--- src/rtl/iiitb_rtc_param.sv ---
// iiitb_rtc_param: 24h BCD real-time clock with built-in prescaler, validated load handshake,
// 12h display mode and day rollover pulse. Define RTC_ALARM_EN to add the HH:MM alarm with sticky irq.
module iiitb_rtc_param #(
    parameter int TICK_DIV = 50_000_000
) (
    input  logic        clk,
    input  logic        rst,
    input  logic        run,
    input  logic        mode_12h,
    input  logic        load_valid,
    input  logic [23:0] load_bcd,
    output logic        load_ready,
    output logic        load_err,
    output logic [3:0]  hrm,
    output logic [3:0]  hrl,
    output logic [3:0]  minm,
    output logic [3:0]  minl,
    output logic [3:0]  secm,
    output logic [3:0]  secl,
    output logic        pm,
    output logic        sec_tick,
`ifdef RTC_ALARM_EN
    input  logic        alarm_wr,
    input  logic [15:0] alarm_bcd,
    input  logic        alarm_arm,
    input  logic        alarm_ack,
    output logic        alarm_irq,
`endif
    output logic        day_tick
);

    localparam int DIV_W = (TICK_DIV > 1) ? $clog2(TICK_DIV) : 1;
    localparam logic [DIV_W-1:0] DIV_MAX = DIV_W'(TICK_DIV - 1);

    typedef struct packed {
        logic [3:0] hrm, hrl, minm, minl, secm, secl;
    } bcd_time_t;

    bcd_time_t        time_q, time_d, time_nxt, load_time;
    logic [DIV_W-1:0] presc_q, presc_d;
    logic             sec_tick_q, sec_tick_d;
    logic             day_tick_q, day_tick_d;
    logic             load_err_q, load_err_d;
    logic             load_ready_q, load_ready_d;
    logic             wrap, load_fire, load_ok, load_take, advance, rollover;

    assign load_time = bcd_time_t'(load_bcd);
    assign wrap      = run && (presc_q == DIV_MAX);
    assign load_fire = load_valid && load_ready_q;
    assign load_ok   = (load_time.secl <= 4'd9) && (load_time.secm <= 4'd5) &&
                       (load_time.minl <= 4'd9) && (load_time.minm <= 4'd5) &&
                       (load_time.hrl  <= 4'd9) && (load_time.hrm  <= 4'd2) &&
                       !((load_time.hrm == 4'd2) && (load_time.hrl > 4'd3));
    // A valid load swallows a coincident tick; a rejected one leaves it alone.
    assign load_take = load_fire && load_ok;
    assign advance   = wrap && !load_take;
    assign rollover  = (time_q == bcd_time_t'(24'h235959));

    // NOTE: every signal written in always_comb gets a default first, so no latch is inferred.
    always_comb begin
        time_nxt = time_q;
        if (time_q.secl != 4'd9) begin
            time_nxt.secl = time_q.secl + 4'd1;
        end else begin
            time_nxt.secl = 4'd0;
            if (time_q.secm != 4'd5) begin
                time_nxt.secm = time_q.secm + 4'd1;
            end else begin
                time_nxt.secm = 4'd0;
                if (time_q.minl != 4'd9) begin
                    time_nxt.minl = time_q.minl + 4'd1;
                end else begin
                    time_nxt.minl = 4'd0;
                    if (time_q.minm != 4'd5) begin
                        time_nxt.minm = time_q.minm + 4'd1;
                    end else begin
                        time_nxt.minm = 4'd0;
                        if ((time_q.hrm == 4'd2) && (time_q.hrl == 4'd3)) begin
                            time_nxt.hrm = 4'd0;
                            time_nxt.hrl = 4'd0;
                        end else if (time_q.hrl == 4'd9) begin
                            time_nxt.hrm = time_q.hrm + 4'd1;
                            time_nxt.hrl = 4'd0;
                        end else begin
                            time_nxt.hrl = time_q.hrl + 4'd1;
                        end
                    end
                end
            end
        end
    end

    always_comb begin
        presc_d = presc_q;
        if (load_take) begin
            presc_d = '0;
        end else if (run) begin
            presc_d = wrap ? '0 : presc_q + DIV_W'(1);
        end
        time_d       = load_take ? load_time : (advance ? time_nxt : time_q);
        sec_tick_d   = advance;
        day_tick_d   = advance && rollover;
        load_err_d   = load_fire && !load_ok;
        load_ready_d = 1'b1;
    end

    // NOTE: sequential state uses non-blocking assignments so all flops update from pre-edge values.
    always_ff @(posedge clk or posedge rst) begin
        if (rst) begin
            time_q       <= '0;
            presc_q      <= '0;
            sec_tick_q   <= 1'b0;
            day_tick_q   <= 1'b0;
            load_err_q   <= 1'b0;
            load_ready_q <= 1'b0;
        end else begin
            time_q       <= time_d;
            presc_q      <= presc_d;
            sec_tick_q   <= sec_tick_d;
            day_tick_q   <= day_tick_d;
            load_err_q   <= load_err_d;
            load_ready_q <= load_ready_d;
        end
    end

    assign load_ready = load_ready_q;
    assign load_err   = load_err_q;
    assign sec_tick   = sec_tick_q;
    assign day_tick   = day_tick_q;
    assign minm       = time_q.minm;
    assign minl       = time_q.minl;
    assign secm       = time_q.secm;
    assign secl       = time_q.secl;
    assign pm         = (time_q.hrm == 4'd2) || ((time_q.hrm == 4'd1) && (time_q.hrl >= 4'd2));

    // 12h remap in BCD: 00->12, 13..19 and 22..23 subtract 12 digit-wise, 20..21 -> 08..09.
    always_comb begin
        hrm = time_q.hrm;
        hrl = time_q.hrl;
        if (mode_12h) begin
            if ((time_q.hrm == 4'd0) && (time_q.hrl == 4'd0)) begin
                hrm = 4'd1;
                hrl = 4'd2;
            end else if ((time_q.hrm == 4'd1) && (time_q.hrl >= 4'd3)) begin
                hrm = 4'd0;
                hrl = time_q.hrl - 4'd2;
            end else if ((time_q.hrm == 4'd2) && (time_q.hrl <= 4'd1)) begin
                hrm = 4'd0;
                hrl = time_q.hrl + 4'd8;
            end else if (time_q.hrm == 4'd2) begin
                hrm = 4'd1;
                hrl = time_q.hrl - 4'd2;
            end
        end
    end

`ifdef RTC_ALARM_EN
    logic [15:0] alarm_q, alarm_d;
    logic        irq_q, irq_d;
    logic        alarm_hit;

    // Only a real tick can fire; a load to the alarm time never advances, so it never fires.
    assign alarm_hit = alarm_arm && advance &&
                       ({time_nxt.hrm, time_nxt.hrl, time_nxt.minm, time_nxt.minl} == alarm_q) &&
                       (time_nxt.secm == 4'd0) && (time_nxt.secl == 4'd0);

    always_comb begin
        alarm_d = alarm_wr ? alarm_bcd : alarm_q;
        irq_d   = irq_q;
        if (alarm_hit) begin
            irq_d = 1'b1;
        end else if (alarm_ack) begin
            irq_d = 1'b0;
        end
    end

    always_ff @(posedge clk or posedge rst) begin
        if (rst) begin
            alarm_q <= '0;
            irq_q   <= 1'b0;
        end else begin
            alarm_q <= alarm_d;
            irq_q   <= irq_d;
        end
    end

    assign alarm_irq = irq_q;
`endif

endmodule

--- config.mk ---
export PLATFORM = sky130hd
export DESIGN_NAME = iiitb_rtc_param
export DESIGN_NICKNAME = d
export VERILOG_FILES = /design/src/rtl/iiitb_rtc_param.sv
export SDC_FILE = /design/constraint.sdc
export NUM_CORES = 1
export LEC_CHECK = 0
export CAP_MARGIN = 20
export CORE_ASPECT_RATIO = 1.1
export CORE_MARGIN = 2
export CORE_UTILIZATION = 32
export CTS_CLUSTER_DIAMETER = 100
export DETAILED_ROUTE_END_ITERATION = 8
export HOLD_SLACK_MARGIN = 0.03
export SLEW_MARGIN = 20
export SYNTH_ARGS = -nofsm -noshare
export SYNTH_HDL_FRONTEND = slang
export SYNTH_SLANG_ARGS = --single-unit
--- constraint.sdc ---
create_clock -name clk -period 3.6 [get_ports clk]
set_input_delay 0.72 -clock clk [delete_from_list [all_inputs] [get_ports clk]]
set_output_delay 0.72 -clock clk [all_outputs]
set_load 0.05 [all_outputs]
Yosys cells after proc, flatten, opt, wreduce, memory -nomap -nowiden
Cells that the tools add are included.
{ "word_totals": {"reg_bits": 54, "input_bits": 29, "output_inout_bits": 29, "word_cells": 103} }
{ "classes": {"n_addsub": 9, "magnitude_cmp": 10, "n_eq_ne": 15, "n_mux": 26, "reduce_logical": 32} }
{ "ops": {"columns": ["op", "count"], "rows": [
  ["26-bit two-way mux", 3],
  ["4-bit two-way mux", 16],
  ["24-bit two-way mux", 2],
  ["26-bit by 1-bit adder with 26-bit output (second input constant)", 1],
  ["26-bit equality test (second input constant)", 1],
  ["4-bit by 1-bit adder with 4-bit output (second input constant)", 6],
  ["24-bit by 22-bit equality test with 1-bit output (second input constant)", 1],
  ["20-bit two-way mux", 1],
  ["1-bit logical AND", 18],
  ["16-bit two-way mux", 1],
  ["8-bit two-way mux", 2],
  ["4-bit by 2-bit equality test with 1-bit output (second input constant)", 3],
  ["4-bit less-or-equal comparator (second input constant)", 3],
  ["12-bit two-way mux", 1],
  ["4-bit by 2-bit greater-or-equal comparator with 1-bit output (second input constant)", 2],
  ["4-bit by 3-bit less-or-equal comparator with 1-bit output (second input constant)", 2],
  ["4-bit logical NOT", 2],
  ["2-bit inequality test (second input constant)", 4],
  ["4-bit by 3-bit inequality test with 1-bit output (second input constant)", 2],
  ["4-bit inequality test (second input constant)", 2],
  ["6-bit AND reduction", 1],
  ["5-bit AND reduction", 1],
  ["4-bit adder (second input constant)", 1],
  ["4-bit by 1-bit equality test with 1-bit output (second input constant)", 1],
  ["other kinds (12)", 15]
]} }

Longest topological paths before layout
{ "logic_depth": {"word_depth": 12, "mapped_depth": 7, "ltp_nobuf": 7} }

Worst setup path before layout
OpenSTA, ideal clock, no wires.
{ "synth_timing": {"kind": "flip-flop to output port", "from": "register time_q[21] in the netlist's numbering", "to": "output port hrl[2]", "arrival_ns": 2.740, "t_required_ns": 2.880, "slack_ns": 0.140, "stages_incl_launch_ff": 7, "path_buffers": 0, "path_cell_list": "dfrtp_1 inv_1 ha_1 or3b_2 o21ai_0 nand2_1 o31ai_1"} }
{ "synth_via": {"elab_chain_len": 6, "word_cells_on_any_way": 11, "classes_between": "eq/ne: 2; mux: 5; reduce/logical: 4"} }
{ "synth_rtl": {"columns": ["item", "line_no", "source"], "rows": [
  ["start, declared", "39", "bcd_time_t time_q, time_d, time_nxt, load_time;"],
  ["start signal, assigned", "117", "time_q <= time_d;"],
  ["4-bit by 2-bit equality test with 1-bit output", "147, 150", null],
  ["4-bit two-way mux / 1-bit logical AND (equally long branches)", "150, 147", null],
  ["4-bit two-way mux", "147", "end else if ((time_q.hrm == 4'd2) && (time_q.hrl <= 4'd1)) begin"],
  ["4-bit two-way mux", "144", "end else if ((time_q.hrm == 4'd1) && (time_q.hrl >= 4'd3)) begin"],
  ["4-bit two-way mux *", "141", "if ((time_q.hrm == 4'd0) && (time_q.hrl == 4'd0)) begin"],
  ["4-bit two-way mux *", "140", "if (mode_12h) begin"],
  ["end, declared", "15", "output logic [3:0] hrl,"]
]} }
Mark *: on every way between the ends. The rest lies on a longest branch, timed or not.

Final worst setup path
{ "layout_timing": {"from": "register time_q[20] in the netlist's numbering", "to": "output port pm"} }
{ "layout_via": {"elab_chain_len": 3, "word_cells_on_any_way": 4, "classes_between": "eq/ne: 2; reduce/logical: 2"} }
{ "layout_rtl": {"columns": ["item", "line_no", "source"], "rows": [
  ["4-bit by 1-bit equality test with 1-bit output", "134", "assign pm = (time_q.hrm == 4'd2) || ((time_q.hrm == 4'd1) && (time_q.hrl >= 4'd2));"],
  ["1-bit logical AND", "134", null],
  ["1-bit logical OR *", "134", null],
  ["end, declared", "20", "output logic pm,"]
]} }
Marked as above.

==> results.cfg <==
[status]
outcome = finished, final reports clean

[finish]
antennaDiodeCount = 0
fin_nets = 497
drive_gt1_share_pct = 8.44
synthToLayoutAreaGrowth_pct = 23.1
final.fill_count = 1066

[synthesis]
syn_nets = 462
synth_top_family_by_area = simple AND/OR/NAND/NOR gates
synth_compound_area_share_pct = 19.9
ys_warn_count = 0
syn-instance-count = 426
synth.top_cell.area_share_pct = 37.6
syn_area_um2 = 3600
synth_simple_gate_area_share_pct = 28.5
async_reset_ff_share_pct = 100
synth_fa_ha_area_share_pct = 2.44
synth.area.mux_share_pct = 1.15
synth.distinct_cells = 64
synth_seq_area_share_pct = 37.6
synth_xor_area_share_pct = 2.44
yosys-top-cells-area = dfrtp_1 38%, nand2_1 4.9%, a21oi_1 4.5%
synth-edff-count = 0
ys_seq_elements = 54
yosysTopAreaCell = dfrtp_1
postSynthAreaPerCell_um2 = 8.44
ys.flop_type = dfrtp_1

[grt]
antenna_found_initial = 0
first_global_vias = 3250
met2_usage_pct = 27.8
track_usage_pct = 15.9
grt_overflow_total = 0
grt_max_degree = 35
grt_first_pass_wirelength_um = 15900
grt.busiest_layer = met2
grt_util_met1_pct = 20.5
met3_usage_pct = 2.66

[die]
rows = 40
die_area_um2 = 12100
core_um2 = 11000
initial_core_util_pct = 32.8
die_w_um = 105
dieHeight_um = 115
ioPinCount = 58

[clocking]
numCtsBuffers = 5
clockBufferDepth = 2
cts_tree = done
clock_latency_ns = 0.29
cts_sinks = 54
cts.clk_slew.worst_paths_ns = 0.08
cts_root_buf = clkbuf_16
htreeDepth = 2

[placement]
hpwl_um = 6710
routabilityCongestion = 0.821
port_buffers = 57

[worst_setup_path]
startpoint_type = flop
cp_data_required_time_ns = 2.88
reg2reg_depth = 6
arrival_ns = 2.53
crit_path_end_kind = output pin
critPathMaxFanout = 6
crit_type = flop to output pin

[timing]
setup-violations-final = 0
setup_tns_ns = 0
rsz0062_at_grt = no
fin_crit_ns = 3.25
max_slew_margin_pct = 40.4
hold_viol_final = 0
drv_slew = 0
timing.final.crit_share_pct = 90.2
skew_ns = 0.00938
fmax_mhz = 308
tightest_slew_ns = 0.886

[flow_run]
maxCapViolCount = 0

[power_and_ir_drop]
finalPower_mw = 1.70
power_density_nw_per_um2 = 384
ir_worst_vdd_uv = 177
p_leak_nw = 1.71

[drt]
vias = 3349
drt_wl_total_um = 9290
drc = 0
drt_pass1_iterations = 4
final_antenna_net_count = 0
wire_per_inst_um = 15.2
vias_per_cell = 5.50
drt-initial-drc-count = 155

[min_path]
hold-path-cell-count = 1
hold_path_class = flop to flop
final timing paths:
kind / start / endpoint / slack [ns]
max in group asynchronous: rst / minl[1] / 2.11
worst max-delay path: time_q[20] / pm / 0.35
worst max register to register: presc_q[11] / minm[3] / 1.15
worst min register to register: presc_q[25] / presc_q[25] / 0.53
worst min-delay path: presc_q[25] / presc_q[25] / 0.53
min in group asynchronous: rst / time_q[17] / 0.82
stage by stage:
stage                     instance area, um2  setup WS [ns]  cells  hold slack [ns]  utilization (%)
after floorplan                         3600          0.140    426            0.466                -
after CTS                               4420         0.0998    609            0.534             40.3
after global placement                  4220          0.457    601            0.508             38.5
final                                   4430          0.354    609            0.534             40.4
after detailed placement                4220          0.429    601            0.517             38.5
after global routing                    4430          0.255    609            0.557             40.4
routing by layer:
layer / wire, um / vias up
li1: - / 1639
met1: 4220 / 1637
met2: 4640 / 62
met3: 312 / 11
met4: 113 / 0
met5: 0 / -
synth_stat cells, types with 3 or more instances:
library cell and number:
nand4_1 14, or3_1 11, a21oi_1 32, xnor2_1 8, nor3b_1 4, nor4b_1 6, nand2_1 47, dfrtp_1 54
and3_1 5, nand3_1 19, o31a_1 3, o21ai_1 10, nor3_1 5, o211ai_1 3, ha_1 7, o21ai_0 22
nor2_1 25, and4_1 5, nor4_1 6, buf_4 16, o31ai_1 12, inv_1 16, or4_1 14, mux2i_1 3
a31oi_1 6, clkbuf_1 21
where the power goes:
group          total [mW]  internal (mW)  switching (mW)
clock network       0.646          0.418           0.228
logic               0.299          0.129           0.170
registers           0.755          0.664          0.0905
total                1.70           1.21           0.489
area by class of cell:
type | instances | area [um2] | area share [%]
Multi-Input combinational cell | 315 | 1970 | 44.5
Clock inverter | 2 | 60.1 | 1.36
Clock buffer | 6 | 139 | 3.14
Timing Repair Buffer | 69 | 663 | 15.0
Tap cell | 147 | 184 | 4.15
Sequential cell | 54 | 1350 | 30.5
Inverter | 16 | 60.1 | 1.36
registers in the layout, indices dropped and copies added (netlist names):
| signal | flops |
|---|---|
| minl | 4 |
| secl | 4 |
| presc_q | 26 |
| load_err | 1 |
| minm | 4 |
| day_tick | 1 |
| load_ready | 1 |
| sec_tick | 1 |
| time_q | 8 |
| secm | 4 |
cells in the final DEF (no fill, tap or decap), types with 12 or more instances in the layout:
| cell | synthesis | routed |
|---|---|---|
| inv_1 | 16 | 15 |
| nor2_1 | 25 | 24 |
| or4_1 | 14 | 14 |
| nand2_1 | 47 | 47 |
| nand4_1 | 14 | 14 |
| clkdlybuf4s50_1 | 0 | 52 |
| nand3_1 | 19 | 19 |
| o31ai_1 | 12 | 12 |
| buf_4 | 16 | 14 |
| a21oi_1 | 32 | 32 |
| o21ai_0 | 22 | 22 |
| dfrtp_1 | 54 | 54 |
kinds of logic (layout without fill, tap and decap cells):
family	Yosys count	in the layout
AO/OA/AOI/OAI	113	113
XOR/XNOR	10	10
adder cells (fa/ha/maj)	7	7
buffers and inverters	57	93
flip-flops	54	54
multiplexers	4	4
other	1	1
AND/OR/NAND/NOR	180	180
repair_timing:
item                                    4_1_cts  5_1_grt
hold endpoints to repair                      0        0
hold buffers                                  0        0
resized for setup                             0        3
endpoints found under the setup margin        0        3
setup buffers                                 0        0
worst max-delay path: stages, from the launching register on:
cell and delay, ns:
dfrtp_1 0.45, inv_1 0.13, ha_1 0.17, or3b_2 0.52
o21ai_0 0.12, clkdlybuf4s50_1 0.84
(Power assumes the default switching activity.)
